[src/rtl/fetch_unit_pkg.sv]
// Shared types and constants for the instruction fetch path.
// Instruction words are numbered [0:31] with bit 0 as the MSB.
package fetch_unit_pkg;

  typedef enum logic [1:0] {
    REQ   = 2'd0,
    VALID = 2'd1,
    ERR   = 2'd2
  } state_t;

  localparam logic [5:0] OP_RTYPE = 6'd0;
  localparam logic [5:0] OP_J     = 6'd2;
  localparam logic [5:0] OP_BEQ   = 6'd4;
  localparam logic [5:0] OP_LW    = 6'd35;
  localparam logic [5:0] OP_SW    = 6'd43;

  localparam int OP_FIRST  = 26;
  localparam int OP_LAST   = 31;
  localparam int IMM_FIRST = 0;
  localparam int IMM_LAST  = 15;
  localparam int TGT_FIRST = 0;
  localparam int TGT_LAST  = 25;

  // Word-aligned byte offset from a 16-bit signed immediate.
  function automatic logic [31:0] branch_offset(input logic [15:0] imm);
    return {{14{imm[15]}}, imm, 2'b00};
  endfunction

endpackage

[src/rtl/fetch_unit_next_pc.sv]
// Combinational next-PC selection: sequential, taken branch, or jump.
module next_pc_calc
  import fetch_unit_pkg::*;
(
  input  logic [31:0]       pc,
  input  logic [0:TGT_LAST] instr_hi,
  input  logic              jump,
  input  logic              branch,
  input  logic              zero,
  output logic [31:0]       next_pc
);

  logic [31:0] seq;
  logic [15:0] imm;
  logic [25:0] target;

  assign seq    = pc + 32'd4;
  assign imm    = instr_hi[IMM_FIRST:IMM_LAST];
  assign target = instr_hi[TGT_FIRST:TGT_LAST];

  always_comb begin
    next_pc = seq;
    if (jump) begin
      next_pc = {seq[31:28], target, 2'b00};
    end else if (branch && zero) begin
      next_pc = seq + branch_offset(imm);
    end
  end

endmodule

[src/rtl/fetch_unit.sv]
// Instruction fetch / PC sequencer: fetches over req/ack, presents words
// to the decoder over valid/ready, and steers the PC from Jump/branch/zero.
module fetch_unit
  import fetch_unit_pkg::*;
#(
  parameter logic [31:0] RESET_PC = 32'h0000_0000,
  parameter int          TIMEOUT  = 16
) (
  input  logic        clk,
  input  logic        R_n,
  output logic        imem_req,
  output logic [31:0] imem_addr,
  input  logic        imem_ack,
  input  logic [0:31] imem_rdata,
  output logic [0:31] instr,
  output logic        instr_valid,
  input  logic        instr_ready,
  output logic [31:0] pc_out,
  input  logic        Jump,
  input  logic        branch,
  input  logic        zero,
  output logic        fetch_err
);

  state_t      state_reg, state_next;
  logic [31:0] pc_reg;
  logic [31:0] pc_out_reg;
  logic [0:31] instr_reg;
  logic [15:0] cnt_reg, cnt_next;
  logic        armed_reg;
  logic        load;
  logic        accept;
  logic [31:0] next_pc;

  // armed_reg holds the request off for the first cycle out of reset so an
  // ack left over from an aborted transfer cannot complete a new fetch.
  assign imem_req    = (state_reg == REQ) && armed_reg;
  assign imem_addr   = pc_reg;
  assign instr_valid = (state_reg == VALID);
  assign fetch_err   = (state_reg == ERR);
  assign instr       = instr_reg;
  assign pc_out      = pc_out_reg;
  assign load        = imem_req && imem_ack;
  assign accept      = instr_valid && instr_ready;

  next_pc_calc u_next_pc (
    .pc       (pc_reg),
    .instr_hi (instr_reg[TGT_FIRST:TGT_LAST]),
    .jump     (Jump),
    .branch   (branch),
    .zero     (zero),
    .next_pc  (next_pc)
  );

  always_comb begin
    state_next = state_reg;
    cnt_next   = cnt_reg;
    case (state_reg)
      REQ: begin
        if (imem_req) begin
          if (imem_ack) begin
            state_next = VALID;
          end else if (cnt_reg == 16'(TIMEOUT - 1)) begin
            state_next = ERR;
          end else begin
            cnt_next = cnt_reg + 16'd1;
          end
        end
      end
      VALID: begin
        if (instr_ready) begin
          state_next = REQ;
          cnt_next   = '0;
        end
      end
      ERR:     state_next = ERR;
      default: state_next = ERR;
    endcase
  end

  always_ff @(posedge clk or negedge R_n) begin
    if (!R_n) begin
      state_reg  <= REQ;
      pc_reg     <= RESET_PC;
      pc_out_reg <= RESET_PC;
      instr_reg  <= '0;
      cnt_reg    <= '0;
      armed_reg  <= 1'b0;
    end else begin
      state_reg <= state_next;
      cnt_reg   <= cnt_next;
      armed_reg <= 1'b1;
      if (load) begin
        instr_reg  <= imem_rdata;
        pc_out_reg <= pc_reg;
      end
      if (accept) begin
        pc_reg <= next_pc;
      end
    end
  end

endmodule

[config.mk]
export PLATFORM = sky130hd
export DESIGN_NAME = fetch_unit
export DESIGN_NICKNAME = d
export VERILOG_FILES = /design/src/rtl/fetch_unit_pkg.sv /design/src/rtl/fetch_unit_next_pc.sv /design/src/rtl/fetch_unit.sv
export SDC_FILE = /design/constraint.sdc
export NUM_CORES = 1
export LEC_CHECK = 0
export ABC_CLOCK_PERIOD_IN_PS = 3200
export CAP_MARGIN = 20
export CORE_UTILIZATION = 28
export DETAILED_ROUTE_END_ITERATION = 6
export GPL_TIMING_DRIVEN = 0
export HOLD_SLACK_MARGIN = 0.15
export REMOVE_ABC_BUFFERS = 1
export SETUP_SLACK_MARGIN = 0.4
export SLEW_MARGIN = 20
export SYNTH_ARGS = -nofsm -noshare
export SYNTH_HDL_FRONTEND = slang
export SYNTH_SLANG_ARGS = --single-unit
[constraint.sdc]
create_clock -name clk -period 3.2 [get_ports clk]
set_input_delay 0.64 -clock clk [delete_from_list [all_inputs] [get_ports clk]]
set_output_delay 0.64 -clock clk [all_outputs]
set_load 0.05 [all_outputs]
Word level (Yosys, flattened, before mapping):

Cells that the tools add are included.

* add/sub/neg operators: 3
* mux-type cells: 12
* reduce and logical (&&, ||, !) cells: 8
* equality and inequality tests: 8

Operators with widths (number)
* 16-bit 2-to-1 mux: 4
* 32-bit 2-to-1 mux: 2
* 32-bit by 3-bit adder with 32-bit output, second input constant: 1
* 32-bit adder: 1
* 16-bit case mux with 2 select lines: 1
* 16-bit by 1-bit adder with 16-bit output, second input constant: 1
* 16-bit by 4-bit == test with 1-bit output, second input constant: 1
* 2-bit 2-to-1 mux: 4
* 2-bit != test, second input constant: 3
* 5-bit AND reduction: 1
* 1-bit logical AND: 4
* 2-bit case mux with 2 select lines: 1
* 3-bit by 2-bit != test with 1-bit output, second input constant: 1
* 3-bit AND reduction: 1
* 2-bit by 1-bit == test with 1-bit output, second input constant: 1
* 2-bit == test, second input constant: 1
* 2-bit logical NOT: 1
* 2-bit by 1-bit != test with 1-bit output, second input constant: 1
* 2-bit nonzero test: 1

* bits in registers: 115
* input port bits: 39
* output and inout port bits: 99

Depth between registers and ports, before layout:

Gate-level depths: netlist (run 1).

* depth after elaboration: 5
* depth in mapped cells: 17
* mapped depth without buffers: 15

By module:

Synthesis (run 1) repeated with hierarchy kept, for this count alone.

* cells, all modules: 739
* area, all modules: 7601.0 µm²

Modules (own cells, without submodules)
* fetch_unit: cells each 326, instances 1, seq. area each 2877.8 µm², area each 4740.8 µm²
* next_pc_calc: cells each 413, instances 1, seq. area each 0.0 µm², area each 2860.2 µm²

Worst setup path after synthesis (run 1):

No wires, ideal clock.

* kind: register to register
* start point: register pc_reg[4], in the netlist imem_addr[4]
* end point: register pc_reg[31], in the netlist imem_addr[31]
* period minus slack after synthesis: 3739 ps
* library setup time: 141 ps
* required time: 3059 ps
* arrival time: 3598 ps
* buffers on the path: 1
* slack: -539 ps
* stages on the path, launching flop included: 17
* cell sequence: dfrtp_1 -> and4_1 -> clkbuf_2 -> and3_1 -> and2_4 -> nand3_1 -> xnor2_1 -> ha_1 -> nand2_1 -> nor3_1 -> nand3_1 -> nor4b_2 -> a221oi_2 -> or3_1 -> nand3_1 -> mux2i_1 -> xnor2_1

* longest elaborated chain between the ends: 4

Ends and longest elaborated chain
* start, declared: RTL line fetch_unit.sv:26 `logic [31:0] pc_reg;`
* start signal, assigned: RTL line fetch_unit.sv:98 `pc_reg <= next_pc;`
* 32-bit by 3-bit adder with 32-bit output (*): RTL line fetch_unit_next_pc.sv:17 `assign seq = pc + 32'd4;`
* 32-bit adder: RTL line fetch_unit_next_pc.sv:26 `next_pc = seq + branch_offset(imm);`
* 32-bit 2-to-1 mux: RTL line fetch_unit_next_pc.sv:25 `end else if (branch && zero) begin`
* 32-bit 2-to-1 mux (*): RTL line fetch_unit_next_pc.sv:23 `if (jump) begin`

Mark *: on every way between the ends. The rest lies on a longest branch, timed or not.
A chain may end at the register's enable or synchronous reset.

Worst setup path after layout (run 1):

* start point: register pc_reg[9], in the netlist imem_addr[9]
* end point: register pc_reg[31], in the netlist imem_addr[31]

The elaborated chain is that of the path after synthesis.

==> summary.md, run 1 <==
| Metric | Value |
|---|---|
| Run status | complete, but fails checks |
| Failing checks | setup timing |
| CP Max Fanout | 6 |
| DP Wirelength | 14.2 mm |
| DIE AREA | 26,100 um^2 |
| Period minus WS final | 3460 ps |
| I/O Buffers | 133 |
| Ports | 138 |
| Setup violations, final | 11 |
| Yosys cell types | 67 |
| Setup TNS | -1140 ps |
| Vias per cell | 5.08 |
| Final wirelength | 21.7 mm |
| Layout cell share with drive strength beyond 1 | 0.311 |
| Clock-pin slew on the worst setup and hold paths | 80 ps |
| CTS tree | built |
| Actual slew at the worst max-slew pin | 1010 ps |
| Root Driver | clkbuf_16 |
| Filler cell count | 2,434 |
| Endpoints failing hold | 0 |
| Fmax | 289 MHz |
| Antenna viol nets, final | 0 |
| Top FF cell, synth | dfrtp_1 |
| Critical Path Start Type | flop |
| Crit end category | flop |
| Fraction of registers with async set or reset after synthesis | 1.00 |
| First DRT Iteration DRCs | 260 |
| Number of synthesized flops with an enable pin | 0 |
| P_sw | 4.83 mW |
| Avg WL per Cell | 17.1 um |
| Starting Density | 0.284 |
| Yosys reg bits | 111 |
| Die Wd | 162 um |
| Ys Warns | 0 |
| Switching share of total power | 0.482 |
| RSZ-0062 raised after global routing | true |
| Gate power share | 0.655 |
| Clock share of power | 0.116 |
| Period Utilization, post-route | 1.08 |
| Final Max Tran Viols | 0 |
| Antenna violations before repair | 0 |
| R2R Setup Slk | -260 ps |
| Crit Path Class | reg -> reg |
| DRC | 0 |
| TritonRoute pass-1 iters | 5 |
| Clk_lat worst skew | 370 ps |
| Clk buf depth | 2 |
| Antenna cells | 0 |
| Synth-to-Final Area Change | 45.9% |
| Seq/Total Area, Yosys | 0.389 |
| Worst reg2reg endpoint | imem_addr[31] |
| Clk_skew | 14.6 ps |
| Cells after Synth | 748 |
| TritonCTS Buffers | 9 |
| Sequential power share | 0.229 |
| GRT Total Usage | 0.162 |
| Core Footprint | 25,100 um^2 |
| Fin Hold WS | 200 ps |
| Worst slew margin | 0.328 |
| Max cap viols | 0 |
| Leak pwr | 4.26 nW |
| First-pass GRT wire length | 33.3 mm |
| Via count of the first global-routing pass | 6,257 |
| Synth top area share | 0.389 |
| Clock sinks | 111 |
| Largest register FFs | 32 |
| Synth top area cells | dfrtp_1 (39%), mux2_2 (9.6%), ha_1 (6.7%) |
| Post-route setup slack | -255 ps |
| # rows | 58 |
| Peak supply drop | 0.000627 V |
| Final Wtd Congestion | 0.856 |
| Req. time, crit path | 3490 ps |
| H-tree levels | 3 |
| Die Span Y | 162 um |
| Reg-to-reg critical path startpoint | imem_addr[9] |
| Hold Buf Count CTS | 0 |
| Syn Area/Cell | 9.54 um^2 |
| Post-synth top area cell | dfrtp_1 |
| Int Power | 5.20 mW |
| Worst R2R Path Depth | 16 |
| Pre-CTS setup slack | -885 ps |
| Overflow after GRT | 0 |
| Vias | 6,446 |
| Area of the mapped netlist | 7130 um^2 |
| Nets@finish | 1,012 |
| Hold WC Path Type | in -> async |
| Largest net degree at the start of global routing | 64 |
| Power Dens Cells | 964 nW/um^2 |
| Critical Path AT | 3750 ps |
==> synthesized netlist by cell type (all sizes together) (10+ instances only) <==
master and instances:
buf 10, mux2 61, nand2 71, nor2 58, xnor2 32, a21oi 50, inv 15, nand4 16
a211oi 13, clkbuf 27, o21ai 60, ha 38, nor3 15, dfrtp 111, nand3 24, xor2 32
a21o 19, o211ai 13
==> what timing repair did <==
| item | in CTS | in global routing |
|---|---|---|
| pin swaps | 58 | 42 |
| endpoints found under the setup margin | 28 | 24 |
| gates cloned | 1 | 0 |
| setup buffers | 53 | 18 |
| gates resized for setup | 100 | 85 |
==> worst max-delay path by stage <==
stage / slack [ps] / endpoint / from
floorplan: -600 / instr[0] / state_reg[0]
global placement: -3170 / instr[28] / R_n
detailed placement: -890 / imem_addr[31] / Jump
CTS: -230 / imem_addr[31] / imem_addr[9]
global route: -400 / imem_addr[31] / imem_addr[15]
finish: -260 / imem_addr[31] / imem_addr[9]
==> placed cells by master (no fill, tap or decap), drive strengths merged, types with 4 or more instances in the layout <==
master           n
o21a             4
a31oi            5
clkdlybuf4s50  131
and2             7
a21oi           50
mux2            61
nor2b            4
nor3            15
nand4           16
nor2            58
ha              38
a21o            19
o21bai           6
buf             77
conb             5
or3              4
o31ai            4
and3             6
xor2            32
and4             4
clkbuf           9
a211oi          13
xnor2           32
inv             16
o211ai          13
o21ai           60
nand3           24
nor4             7
dfrtp          111
nand2           71
==> area by class of cell <==
| cell class | instances | area, um^2 | area share |
|---|---|---|---|
| Clock buffer | 9 | 225 | 0.0216 |
| Inverter | 15 | 60.1 | 0.00577 |
| Tap cell | 330 | 413 | 0.0397 |
| Sequential cell | 111 | 2800 | 0.269 |
| Timing Repair Buffer | 208 | 1990 | 0.191 |
| Multi-Input combinational cell | 588 | 4850 | 0.466 |
| Timing Repair inverter | 1 | 5.00 | 0.000481 |
| Clock inverter | 7 | 70.1 | 0.00673 |
==> through the flow <==
stage	cells	area [um^2]	utilization	total power, mW
2_1_floorplan	714	6960	-	5.92
3_3_place_gp	1177	8700	0.347	7.45
3_5_place_dp	1181	8800	0.351	7.49
4_1_cts	1251	9860	0.393	9.38
5_1_grt	1269	10400	0.414	10.6
6_report	1269	10400	0.414	10.0
==> per-layer routing <==
layer,GRT usage,wire length [um],vias to the layer above
met1,0.210,9640,3178
met3,0.0395,1210,24
met2,0.267,10500,187
li1,-,-,3057
met4,0.0437,364,0
met5,0,0,-
==> worst max-delay path: stages, from the launching register on <==
cell      delay, ps
dfrtp_2         370
and4_4          240
and2_4          180
nand3_4         110
buf_12          150
nor2_2          170
xor2_2          110
ha_2            400
nand2_2         100
nor3_4          220
nand3_2         110
nor4b_4         340
a221oi_4         70
or3_1           370
nand3_2         100
mux2i_1         220
xnor2_1         130
==> cell families (layout without fill, tap and decap cells) <==
| kind of cell | Yosys count | count (layout) | synth area share |
|---|---|---|---|
| adder cells (fa/ha/maj) | 39 | 39 | 0.0695 |
| AO/OA/AOI/OAI | 190 | 190 | 0.172 |
| other | 2 | 5 | 0.00105 |
| XOR/XNOR | 64 | 64 | 0.0786 |
| flip-flops | 111 | 111 | 0.389 |
| multiplexers | 63 | 63 | 0.0991 |
| AND/OR/NAND/NOR | 227 | 227 | 0.157 |
| buffers and inverters | 52 | 240 | 0.0337 |
==> power groups by stage <==
| stage | Clock, mW | Sequential [mW] | Combinational [mW] |
|---|---|---|---|
| 5_1_grt | 1.26 | 2.37 | 6.96 |
| 4_1_cts | 1.20 | 2.29 | 5.89 |
| 3_3_place_gp | 0 | 2.36 | 5.09 |
| 3_5_place_dp | 0 | 2.38 | 5.11 |
| 2_1_floorplan | 0 | 3.66 | 2.27 |
| 6_report | 1.16 | 2.30 | 6.57 |
No activity file was read; power rests on OpenSTA's default activity.
==> run 2, diff against run 1 <==
--- a/config.mk
+++ b/config.mk
@@ -5,8 +5,9 @@
 export SDC_FILE = /design/constraint.sdc
 export NUM_CORES = 1
 export LEC_CHECK = 0
-export ABC_CLOCK_PERIOD_IN_PS = 3200
+export ABC_CLOCK_PERIOD_IN_PS = 3500
 export CAP_MARGIN = 20
+export CORE_ASPECT_RATIO = 0.5
 export CORE_UTILIZATION = 28
 export DETAILED_ROUTE_END_ITERATION = 6
 export GPL_TIMING_DRIVEN = 0
==> constraint.sdc (replaced) <==
create_clock -name clk -period 3.5 [get_ports clk]
set_input_delay 0.7 -clock clk [delete_from_list [all_inputs] [get_ports clk]]
set_output_delay 0.7 -clock clk [all_outputs]
set_load 0.05 [all_outputs]
==> summary.md, run 2 (same netlist as run 1, synthesis figures left out) <==
| Metric | Value |
|---|---|
| Multi-input logic area | 4920 um^2 (+1.4%) |
| P_sw | 4.50 mW (-7.0%) |
| Clock-pin slew on the worst setup and hold paths | 70 ps (about the same) |
| Avg WL per Cell | 17.2 um (+0.72%) |
| Fin area | 10,600 um^2 (+1.6%) |
| Root Driver | clkbuf_16 |
| Clk_skew | 8.23 ps (-6.39 ps) |
| Worst slew margin | 0.373 (+0.0453) |
| Clk_lat worst skew | 370 ps (about the same) |
| RSZ-0062 raised after global routing | true |
| Antenna cells | 0 (unchanged) |
| Crit. Startpoint | imem_addr[5] |
| Final wirelength | 22.1 mm (+1.8%) |
| Power Dens Cells | 880 nW/um^2 (-8.7%) |
| # rows | 40 (-31%) |
| Vias | 6,458 (+0.19%) |
| Crit path to | imem_addr[31] |
| Crit Path Class | reg -> reg |
| CTS tree | built |
| Ports | 138 (unchanged) |
| Fmax | 291 MHz (+0.71%) |
| Core Footprint | 24,500 um^2 (-2.5%) |
| Total power | 9.31 mW (-7.2%) |
| Worst reg2reg endpoint | imem_addr[31] |
| Post-Place Cell Area | 8820 um^2 (+0.20%) |
| First-pass GRT wire length | 34.5 mm (+3.7%) |
| Post-route setup slack | 69.3 ps (+324 ps) |
| GRT Total Usage | 0.168 (+0.00607) |
| Worst R2R Path Depth | 16 (unchanged) |
| TritonRoute pass-1 iters | 4 (-1) |
| FF+latch area | 2800 um^2 (about the same) |
| Largest net degree at the start of global routing | 58 (-9.4%) |
| I/O Buffers | 133 (unchanged) |
| Nets@finish | 1,021 (+0.89%) |
| Clock share of power | 0.111 (-0.005) |
| Die Wd | 228 um (+41%) |
| DRC | 0 (unchanged) |
| Period Utilization, post-route | 0.980 (-0.0995) |
| Clk buf depth | 2 (unchanged) |
| Synth-to-Final Area Change | 48.3% |
| Overflow after GRT | 0 (unchanged) |
| Crit end category | flop |
| Starting Density | 0.291 (+0.00738) |
| Setup TNS | 0 ps (+1140 ps) |
| Placed Cells | 1,187 (+0.51%) |
| TritonCTS Buffers | 9 (unchanged) |
| Via count of the first global-routing pass | 6,400 (+2.3%) |
| Hold WC Path Type | in -> async |
| Period minus WS final | 3430 ps (-24.4 ps) |
| Req. time, crit path | 3800 ps (+310 ps) |
| Critical Path AT | 3730 ps (-20 ps) |
| Clock sinks | 111 (unchanged) |
| Sequential power share | 0.226 (-0.003) |
| Critical Path Start Type | flop |
| Setup violations, final | 0 (-11) |
| Hold Buf Count CTS | 0 (unchanged) |
| Gate power share | 0.663 (+0.008) |
| Non-Filler Instances | 1,282 (+1.0%) |
| DIE AREA | 26,200 um^2 (+0.15%) |
| Endpoints failing hold | 0 (unchanged) |
| Vias per cell | 5.04 (-0.83%) |
| Most frequent cells in the layout | clkdlybuf4s50_1 (131), dfrtp_1 (95), buf_4 (69), mux2_2 (61), nand2_1 (60) |
| H-tree levels | 3 (unchanged) |
| Pre-CTS setup slack | -669 ps (+216 ps) |
| Actual slew at the worst max-slew pin | 940 ps (-68.0 ps) |
| Antenna violations before repair | 0 (unchanged) |
| Final Wtd Congestion | 0.862 (+0.70%) |
| Layout cell share with drive strength beyond 1 | 0.323 (+0.0125) |
| Final Max Tran Viols | 0 (unchanged) |
| Run status | finished, final reports clean |
| Filler cell count | 2,328 (-4.4%) |
| Peak supply drop | 0.000322 V (-49%) |
| CP Max Fanout | 5 (-1) |
| Antenna viol nets, final | 0 (unchanged) |
| Switching share of total power | 0.483 (+0.00115) |
| R2R Setup Slk | 70 ps (+320 ps) |
| Leak pwr | 4.32 nW (+1.3%) |
| Largest register FFs | 32 (unchanged) |
| Int Power | 4.82 mW (-7.4%) |
| First DRT Iteration DRCs | 372 (+43%) |
| DP Wirelength | 14.7 mm (+3.9%) |
| Max cap viols | 0 (unchanged) |
| Die Span Y | 115 um (-29%) |
| Reg-to-reg critical path startpoint | imem_addr[5] |
| Commonest non-fill, non-tap cell in the layout | clkdlybuf4s50_1 |
-- run 2: cell count changes in the layout (fill, tap and decap cells not counted), sizes merged --
cell,previous run,this run
clkinv,3,1
clkbuf,9,11
inv,16,14
clkdlybuf4s15,0,1
buf,77,85
-- run 2: worst min path at each step --
stage	start	end	slack [ps]	cells past startpoint
5_1_grt	R_n	cnt_reg[14]	320	1
3_3_place_gp	cnt_reg[1]	cnt_reg[1]	480	2
2_1_floorplan	R_n	armed_reg	400	0
4_1_cts	R_n	pc_out[23]	300	1
3_5_place_dp	cnt_reg[1]	cnt_reg[1]	490	2
6_report	R_n	cnt_reg[6]	280	1
-- run 2: power groups by stage --
stage	clock network (mW)	logic [mW]	registers, mW
CTS	1.08	5.73	2.10
global route	1.12	6.54	2.16
finish	1.03	6.18	2.10
detailed placement	0	4.72	2.16
floorplan	0	2.07	3.34
global placement	0	4.67	2.14
-- run 2: repair_timing --
item	CTS	global route
setup endpoints to repair	21	20
pin swaps	82	42
buffers inserted	65	15
resized for setup	147	52
cloned	1	0
hold endpoints to repair	0	0
-- run 2: worst max-delay path, stage by stage, from the launching register on --
cell and delay, ps:
dfrtp_2 360, and4_4 260, and3_4 250, and2_4 200
buf_6 110, nand3_4 80, xnor2_4 150, ha_4 310
buf_6 100, and4_1 180, nand3_2 80, nor4b_4 340
a221oi_4 70, or3_4 410, nand3_4 80, mux2i_1 220
xnor2_1 130
-- run 2: final cells by class --
cell class | instances | share of cell area
multi-input combinational | 588 | 0.465
clock buffer | 11 | 0.0220
sequential | 111 | 0.265
timing repair buffer | 217 | 0.198
tap | 336 | 0.0398
timing repair inverter | 1 | 0.000473
inverter | 15 | 0.00568
clock inverter | 3 | 0.00438
-- run 2: stage by stage --
stage,hold slack (ps),utilization
final,281,0.432
after global routing,323,0.432
after CTS,297,0.418
after detailed placement,494,0.360
after global placement,479,0.356
after floorplan,404,-
-- run 2: metal layers --
metal	track usage	vias up	part of all wire
met5	0	-	0
met4	0.0608	0	0.021
met3	0.0308	45	0.034
met2	0.287	136	0.49
met1	0.214	3206	0.45
li1	-	3071	-
